**config.mk**
```make
export PLATFORM = sky130hd
export DESIGN_NAME = residue_predict_compare
export DESIGN_NICKNAME = d
export VERILOG_FILES = /design/src/rtl/residue_predict_compare_pkg.sv /design/src/rtl/residue_fifo.sv /design/src/rtl/residue_predict_compare.sv
export SDC_FILE = /design/constraint.sdc
export NUM_CORES = 1
export LEC_CHECK = 0
export BUFFER_PORTS_ARGS = -buffer_cell sky130_fd_sc_hd__buf_2
export CORE_MARGIN = 10
export CORE_UTILIZATION = 31
export CTS_BUF_LIST = sky130_fd_sc_hd__clkbuf_8 sky130_fd_sc_hd__clkbuf_16
export DETAILED_ROUTE_END_ITERATION = 6
export PLACE_DENSITY = 0.5
export SLEW_MARGIN = 40
export SYNTH_ARGS = -nofsm -noshare
export SYNTH_HDL_FRONTEND = slang
export SYNTH_HIERARCHICAL = 1
export SYNTH_SLANG_ARGS = --single-unit
export TNS_END_PERCENT = 50
```
**constraint.sdc**
```tcl
create_clock -name clk -period 5.4 [get_ports clk]
set_input_delay 1.08 -clock clk [delete_from_list [all_inputs] [get_ports clk]]
set_output_delay 1.08 -clock clk [all_outputs]
set_load 0.01 [all_outputs]
```
**src/rtl/residue_predict_compare_pkg.sv**
```systemverilog
// Shared constants and types for the residue predict/compare block.
package residue_predict_compare_pkg;

    // Functional-unit operation codes
    localparam logic [1:0] OP_ADD  = 2'd0;
    localparam logic [1:0] OP_SUB  = 2'd1;
    localparam logic [1:0] OP_MUL  = 2'd2;
    localparam logic [1:0] OP_PASS = 2'd3;

    // Width of the saturating mismatch counter
    localparam int ERR_CNT_W = 8;

    typedef enum logic [1:0] {
        ST_DISABLED = 2'd0,
        ST_RUN      = 2'd1,
        ST_FAULT    = 2'd2
    } state_e;

endpackage

```
**src/rtl/residue_fifo.sv**
```systemverilog
// Synchronous FIFO holding predicted residues until the observed value arrives.
// A push at full is accepted only when a pop frees a slot in the same cycle;
// a pop while empty is ignored. Flush empties the FIFO at the next edge.
module residue_fifo #(
    parameter int unsigned WIDTH = 16,
    parameter int unsigned DEPTH = 4
) (
    input  logic             clk,
    input  logic             rst_n,
    input  logic             flush,
    input  logic             push,
    input  logic             pop,
    input  logic [WIDTH-1:0] wdata,
    output logic [WIDTH-1:0] rdata,
    output logic             full,
    output logic             empty
);

    localparam int unsigned AW = (DEPTH > 1) ? $clog2(DEPTH) : 1;

    // Pointers carry one extra wrap bit to tell full from empty
    logic [AW:0]      r_wptr;
    logic [AW:0]      r_rptr;
    logic [WIDTH-1:0] r_mem [DEPTH];
    logic             w_do_pop;
    logic             w_do_push;

    assign empty     = (r_wptr == r_rptr);
    assign full      = (r_wptr[AW] != r_rptr[AW]) && (r_wptr[AW-1:0] == r_rptr[AW-1:0]);
    assign w_do_pop  = pop && !empty;
    assign w_do_push = push && (!full || w_do_pop);
    assign rdata     = r_mem[r_rptr[AW-1:0]];

    // Pointer update; flush discards everything queued
    always_ff @(posedge clk or negedge rst_n) begin
        if (!rst_n) begin
            r_wptr <= '0;
            r_rptr <= '0;
        end else if (flush) begin
            r_wptr <= '0;
            r_rptr <= '0;
        end else begin
            if (w_do_push) r_wptr <= r_wptr + 1'b1;
            if (w_do_pop)  r_rptr <= r_rptr + 1'b1;
        end
    end

    // Storage write; contents need no reset since the pointers gate reads
    always_ff @(posedge clk) begin
        if (w_do_push && !flush) r_mem[r_wptr[AW-1:0]] <= wdata;
    end

endmodule

```
**src/rtl/residue_predict_compare.sv**
```systemverilog
// Predicts the residue mod 2^MOD_BITS of each issued operation, queues it, and
// compares it against the residue later reported by the output-side checker.
module residue_predict_compare
    import residue_predict_compare_pkg::*;
#(
    parameter int unsigned MOD_BITS   = 16,
    parameter int unsigned FIFO_DEPTH = 4
) (
    input  logic                 clk,
    input  logic                 rst_n,
    input  logic                 chk_enable,
    input  logic                 op_valid,
    input  logic [1:0]           op_code,
    input  logic [15:0]          operand_a,
    input  logic [15:0]          operand_b,
    input  logic                 res_valid,
    input  logic [15:0]          res_in,
    input  logic                 clr_err,
    output logic                 err_pulse,
    output logic                 err_sticky,
    output logic [ERR_CNT_W-1:0] err_count,
    output logic                 proto_err,
    output logic [15:0]          exp_residue
);

    localparam logic [15:0] MASK = 16'((32'd1 << MOD_BITS) - 32'd1);

    state_e               r_state;
    logic                 r_err_pulse;
    logic                 r_err_sticky;
    logic [ERR_CNT_W-1:0] r_err_count;
    logic                 r_proto_err;
    logic [15:0]          r_exp_residue;

    logic [15:0] w_ra;
    logic [15:0] w_rb;
    logic [15:0] w_raw;
    logic [15:0] w_pred;
    logic [15:0] w_head;
    logic [15:0] w_obs;
    logic        w_full;
    logic        w_empty;
    logic        w_active;
    logic        w_push;
    logic        w_pop;
    logic        w_compare;
    logic        w_mismatch;
    logic        w_proto_set;
    logic        w_sticky_d;

    // 16-bit wrap-around arithmetic is exact mod 2^MOD_BITS since MOD_BITS <= 16
    assign w_ra = operand_a & MASK;
    assign w_rb = operand_b & MASK;

    // Operation decode for the predicted result
    always_comb begin
        w_raw = w_ra;
        case (op_code)
            OP_ADD:  w_raw = w_ra + w_rb;
            OP_SUB:  w_raw = w_ra - w_rb;
            OP_MUL:  w_raw = w_ra * w_rb;
            default: w_raw = w_ra;
        endcase
    end

    assign w_pred = w_raw & MASK;
    assign w_obs  = res_in & MASK;

    // Pushes and pops only while enabled and already out of DISABLED
    assign w_active    = chk_enable && (r_state != ST_DISABLED);
    assign w_push      = w_active && op_valid;
    assign w_pop       = w_active && res_valid;
    assign w_compare   = w_pop && !w_empty;
    assign w_mismatch  = w_compare && (w_head != w_obs);
    // Overflow: full with no pop to make room. Underflow: residue with nothing queued.
    assign w_proto_set = w_active && ((res_valid && w_empty) || (op_valid && w_full && !res_valid));
    // A mismatch in the same cycle as clr_err wins
    assign w_sticky_d  = w_mismatch ? 1'b1 : (clr_err ? 1'b0 : r_err_sticky);

    residue_fifo #(
        .WIDTH (16),
        .DEPTH (FIFO_DEPTH)
    ) u_fifo (
        .clk   (clk),
        .rst_n (rst_n),
        .flush (!w_active),
        .push  (w_push),
        .pop   (w_pop),
        .wdata (w_pred),
        .rdata (w_head),
        .full  (w_full),
        .empty (w_empty)
    );

    // Control state machine with registered error outputs
    always_ff @(posedge clk or negedge rst_n) begin
        if (!rst_n) begin
            r_state       <= ST_DISABLED;
            r_err_pulse   <= 1'b0;
            r_err_sticky  <= 1'b0;
            r_err_count   <= '0;
            r_proto_err   <= 1'b0;
            r_exp_residue <= '0;
        end else begin
            r_err_pulse  <= w_mismatch;
            r_err_sticky <= w_sticky_d;
            if (w_compare) r_exp_residue <= w_head;

            if (w_mismatch) begin
                if (clr_err)                 r_err_count <= ERR_CNT_W'(1);
                else if (r_err_count != '1)  r_err_count <= r_err_count + 1'b1;
            end else if (clr_err) begin
                r_err_count <= '0;
            end

            if (w_proto_set)  r_proto_err <= 1'b1;
            else if (clr_err) r_proto_err <= 1'b0;

            // Re-enabling with an uncleared fault resumes in FAULT
            if (!chk_enable)     r_state <= ST_DISABLED;
            else if (w_sticky_d) r_state <= ST_FAULT;
            else                 r_state <= ST_RUN;
        end
    end

    assign err_pulse   = r_err_pulse;
    assign err_sticky  = r_err_sticky;
    assign err_count   = r_err_count;
    assign proto_err   = r_proto_err;
    assign exp_residue = r_exp_residue;

endmodule
```
==> Word level (Yosys, flattened, before mapping) <==
Memory sizes are Yosys's and may differ from the RTL's.
Cells that the tools add are included.
{ "word_totals": {"in_bits": 56, "memories": 1, "wordCells": 64, "regBits": 35, "rom_bits": 0, "mem_bits_rw": 64, "latchBits": 0} }
{ "op_classes": {"n_eq_ne": 9, "order_cmp": 0, "n_mux": 17, "div_mod_pow": 0, "multipliers": 1, "n_reduce_logical": 23, "add_sub_neg": 5, "shifts": 0, "n_bitwise": 0} }
{ "memory_table": {"columns": ["memory", "words", "word_bits", "read_ports", "rd_clocked_by_memory_dff", "wr", "line_no", "text"], "rows": [
  ["u_fifo.r_mem", 4, 16, 1, 0, 1, "residue_fifo.sv:24", "logic [WIDTH-1:0] r_mem [DEPTH];"]
]} }
{ "ops": {"columns": ["cell", "count"], "rows": [
  ["one-hot mux 16 bit (3 select lines)", 1],
  ["2-to-1 mux 8 bit", 4],
  ["adder 16 bit", 1],
  ["multiplier 16 x 16 -> 16 bit", 1],
  ["!= test 16 bit", 1],
  ["subtractor 16 bit", 1],
  ["logical AND 1 bit", 12],
  ["2-to-1 mux 3 bit", 4],
  ["adder 8 x 1 -> 8 bit, second input constant", 1],
  ["!= test 8 bit, second input constant", 1],
  ["nonzero test 2 bit", 4],
  ["adder 3 x 1 -> 3 bit, second input constant", 2],
  ["2-to-1 mux 1 bit", 6],
  ["2-to-1 mux 2 bit", 2],
  ["!= test 2 x 1 -> 1 bit, second input constant", 2],
  ["equality test 3 bit", 1],
  ["zero test 1 bit", 3],
  ["equality test 2 x 1 -> 1 bit, second input constant", 1],
  ["equality test 2 bit", 1],
  ["equality test 2 bit, second input constant", 1],
  ["zero test 2 bit", 1],
  ["logical OR 1 bit", 2],
  ["AND reduction 2 bit", 1],
  ["!= test 1 bit", 1]
]} }

==> Depth between registers and ports, before layout <==
{ "logic_depth": {"ltp_word": 9, "ltp_mapped": 21, "mapped_depth_nobuf": 21} }

==> Modules after synthesis <==
Netlist, hierarchy kept.
{ "by_module_without_submodules": {"columns": ["module", "area_per_inst_um2", "cells_per_inst", "instances"], "rows": [
  ["residue_predict_compare", 6686.4, 786, 1],
  ["residue_fifo", 2867.8, 139, 1]
]} }

==> Worst setup path after synthesis <==
Ideal clock, no wire load.
{ "synth_path": {"path_kind": "in2reg", "from": "input port operand_b[2]", "to": "memory u_fifo.r_mem[0][14], data pin", "stages": 19, "arrival_ns": 6.033, "path_slack_ns": -0.900, "path_cell_list": "clkbuf_1 clkbuf_1 nand2_1 fa_1 fa_1 fa_1 fa_1 inv_1 fa_1 inv_1 fa_1 inv_1 ha_1 o21ai_0 o31ai_1 o41ai_1 xor2_1 o21ai_1 mux2_2"} }
{ "synth_between": {"elab_chain_cells": 2} }
{ "synth_lines": {"columns": ["item", "line_no", "text"], "rows": [
  ["start, declared", "residue_predict_compare.sv:15", "input logic [15:0] operand_b,"],
  ["multiplier 16 x 16 -> 16 bit, or another cell as far along", "residue_predict_compare.sv:61", "OP_MUL: w_raw = w_ra * w_rb;"],
  ["one-hot mux 16 bit (3 select lines) (*)", "residue_predict_compare.sv:58", "case (op_code)"],
  ["named net w_pred[14]", "residue_predict_compare.sv:38", "logic [15:0] w_pred;"],
  ["end, declared", "residue_fifo.sv:24", null]
]} }
Mark *: on every way through the listed nets, which the timed path passes. The rest lies on a longest branch.

==> Final worst setup path <==
{ "layout_path": {"from": "input port operand_b[4]", "to": "memory u_fifo.r_mem[3][14], data pin"} }
The elaborated chain is that of the path after synthesis.

==> results.cfg <==
[status]
violations = negative setup slack
status = finished with violations

[power]
p_comb_share_pct = 70.9
power_mw = 5.336
p_leak_nw = 5.263
peakVddDrop_mv = 0.3941
p_clk_share_pct = 11.8
seq_power_share_pct = 17.4
netSwitchingPower_mw = 2.161
p_int_mw = 3.175
power_density_mw_per_mm2 = 450.3
swShare_pct = 40.49

[logic_synthesis]
synth_area_leader_cell = edfxtp_1
synth_seq_cells = 99
synth_compound_area_share_pct = 7.019
yosysSeqAreaShare_pct = 29.28
synth-simple-area-share_pct = 14.33
synth_common_cells = inv_1, nand2_1, fa_1
synthCells = 925
synth_adder_area_share_pct = 26.40
synth_top_family_by_area = adder cells
synth_ff_type = edfxtp_1
syn_nets = 1134
synth.avg_cell_area_um2 = 10.33
synth-xor-area-share_pct = 8.656
synth_cell_types = 64
synth.area.top_cells = edfxtp_1, fa_1, ha_1
yosysWarnings = 6
yosysMostFrequentCell = inv_1
muxShareOfSynthArea_pct = 7.399
netlist.area_leader.share_pct = 20.12
syn_area_mm2 = 0.009554
ys_async_sr_fraction_pct = 35.35
synth_edf_count = 64

[finish]
final_nets = 1289
area_growth_pct = 24.03
drive_above_1_share_pct = 29.31
fillers = 3035

[detailed_routing]
routed.top_layer = met4
vias_per_cell = 4.672
drt-met1-wl_um = 11890
wl_met2_um = 12220
met3_length_um = 1294
drt-pass1-iter-count = 5
wl_um = 25850
route.antenna.remaining_nets = 0
drt-wirelength-per-cell_um = 17.44
remaining_drc_errors = 0
drt_iter0_markers = 267
vias = 6924

[sta]
hold_viol = 0
slew_headroom_pct = 57.18
slew_viol_final = 0
setup_slack_ps = -327.2
totalNegativeSetupSlack_ps = -5678
setup_viol = 28
max_freq_mhz = 174.6
worst_pin_slew_ps = 642.3
skew_ps = 9.673
rsz0062_at_grt = yes
fin_crit_ps = 5727
fin_crit_sh_pct = 106.1

[clock_tree]
clk_pin_slew_ps = 70
cts_sinks = 99
cts-root-buf = clkbuf_16
clkLatencyLatePin_ps = 340
htree_num_levels = 3
cts_hold_buffers = 0
cts_buffers = 9
cts_tree = yes
clockBufferDepth = 2

[die]
die_width_um = 195.6
die-area_mm2 = 0.03824
rows = 64
core-area_mm2 = 0.03051
ios = 83
start_util_pct = 31.32
dieHeight_um = 195.6

[worst_setup_path]
cpPeakStageDelay_ps = 550
crit_chain = buf_12 > and2_4 > fa_1 > inv_2 > fa_1 > fa_1 > fa_1 > inv_1 > fa_1 > inv_1 > fa_1 > inv_2 > ha_4 > o21ai_4 > o31ai_4 > o41ai_2 > xor2_1 > o21ai_1 > mux2_4
crit_fanout = 5
worstPathArrival_ps = 5810
worstSetupPathType = in2reg
slowest_stage = fa_1
cp.required_ps = 5480
start_kind = input pin
path_common_cell = fa_1
reg2regPathDepth = 10
setup.worst_path.end_class = flip-flop

[place]
gp_congestion = 0.8619
io_buffers = 82
place_ws_ps = -890.6
dp_hpwl_um = 20870

[global_routing]
antenna_found_initial = 1
grt_pass1_vias = 7412
grt_use_total_pct = 13.55
grt_overflow = 0
grt_pass1_wl_um = 41310
grt_max_degree = 36

[run]
drv_cap = 0

[hold_path]
hold_class = reg2reg
worstHoldPathCells = 1
[stage by stage]
step | std cells | hold WS, ps | utilization, % | instance area, um^2
global placement | 1451 | 487.7 | 36.20 | 11040
detailed placement | 1451 | 498.7 | 36.23 | 11050
finish | 1482 | 506.4 | 38.84 | 11850
CTS | 1473 | 514.3 | 38.14 | 11630
global route | 1481 | 530.0 | 38.83 | 11850
floorplan | 925 | 546.1 | - | 9719
[power by group through the flow]
stage                     Sequential (mW)  Clock, mW  Combinational (mW)
after floorplan                     0.946          0                2.22
after global placement              0.942          0                3.18
after detailed placement            0.942          0                3.18
after CTS                           0.926      0.648                3.52
after global routing                0.928      0.678                4.21
final                               0.926      0.629                3.78
[logic make-up after synthesis]
family          after synthesis
simple gates                273
buf+inv                     166
fa+ha+maj                   153
compound gates              100
flops                        99
xor+xnor                     86
mux                          48
[layout by cell type (no fill, tap or decap), drive strengths merged, types with 10 or more instances in the layout]
master / instances
nand2: 96
nand2b: 16
ha: 72
and2: 68
nor2: 46
o21a: 10
mux4: 16
inv: 133
fa: 81
xor2: 34
dfrtp: 35
a21oi: 33
edfxtp: 64
o21ai: 21
xnor2: 51
clkbuf: 11
nor3: 13
buf: 177
mux2: 21
mux2i: 11
[timing repair]
item / CTS / global route
gates cloned: 1 / 0
gates resized for setup: 55 / 52
setup buffers: 5 / 8
setup endpoints to repair: 36 / 36
pin swaps: 29 / 24
[critical path: cells and delay by family]
| family | cells | cell delay (ps) |
|---|---|---|
| AO/OA/AOI/OAI | 4 | 570 |
| XOR/XNOR | 1 | 180 |
| adder cells (fa/ha/maj) | 7 | 3240 |
| buffers and inverters | 5 | 300 |
| multiplexers | 1 | 300 |
| AND/OR/NAND/NOR | 1 | 150 |
[flip-flops by register name (all words and copies together) (netlist names)]
signal	cells
err_pulse	1
exp_residue	16
u_fifo/r_rptr	3
u_fifo/r_wptr	3
r_state	2
err_count	8
err_sticky	1
proto_err	1
u_fifo/r_mem	64
[final timing paths]
path | start | endpoint | slack, ps
max in group asynchronous | rst_n | u_fifo/r_rptr[1] | 4370
worst min register to register | exp_residue[8] | exp_residue[8] | 510
worst max-delay path | operand_b[4] | u_fifo/r_mem[3][14] | -330
min in group asynchronous | rst_n | u_fifo/r_rptr[2] | 680
worst min-delay path | exp_residue[8] | exp_residue[8] | 510
worst max register to register | u_fifo/r_rptr[0] | err_count[7] | 2540
[metal layers]
layer  vias up  global-route usage (%)
met3        22                   2.638
met5         -                       0
met4         0                   3.337
li1       3352                       -
met2       144                   22.21
met1      3406                   17.92
[final cells by class]
cell class	count	area, um^2	share of cell area, %
Clock buffer	9	225.2	1.901
Inverter	131	491.7	4.150
Multi-Input combinational cell	660	6417	54.15
Sequential cell	99	2799	23.62
Tap cell	396	495.5	4.181
Antenna cell	1	2.502	0.02112
Clock inverter	7	68.82	0.5807
Timing Repair Buffer	179	1350	11.39
(Power assumes the default switching activity.)
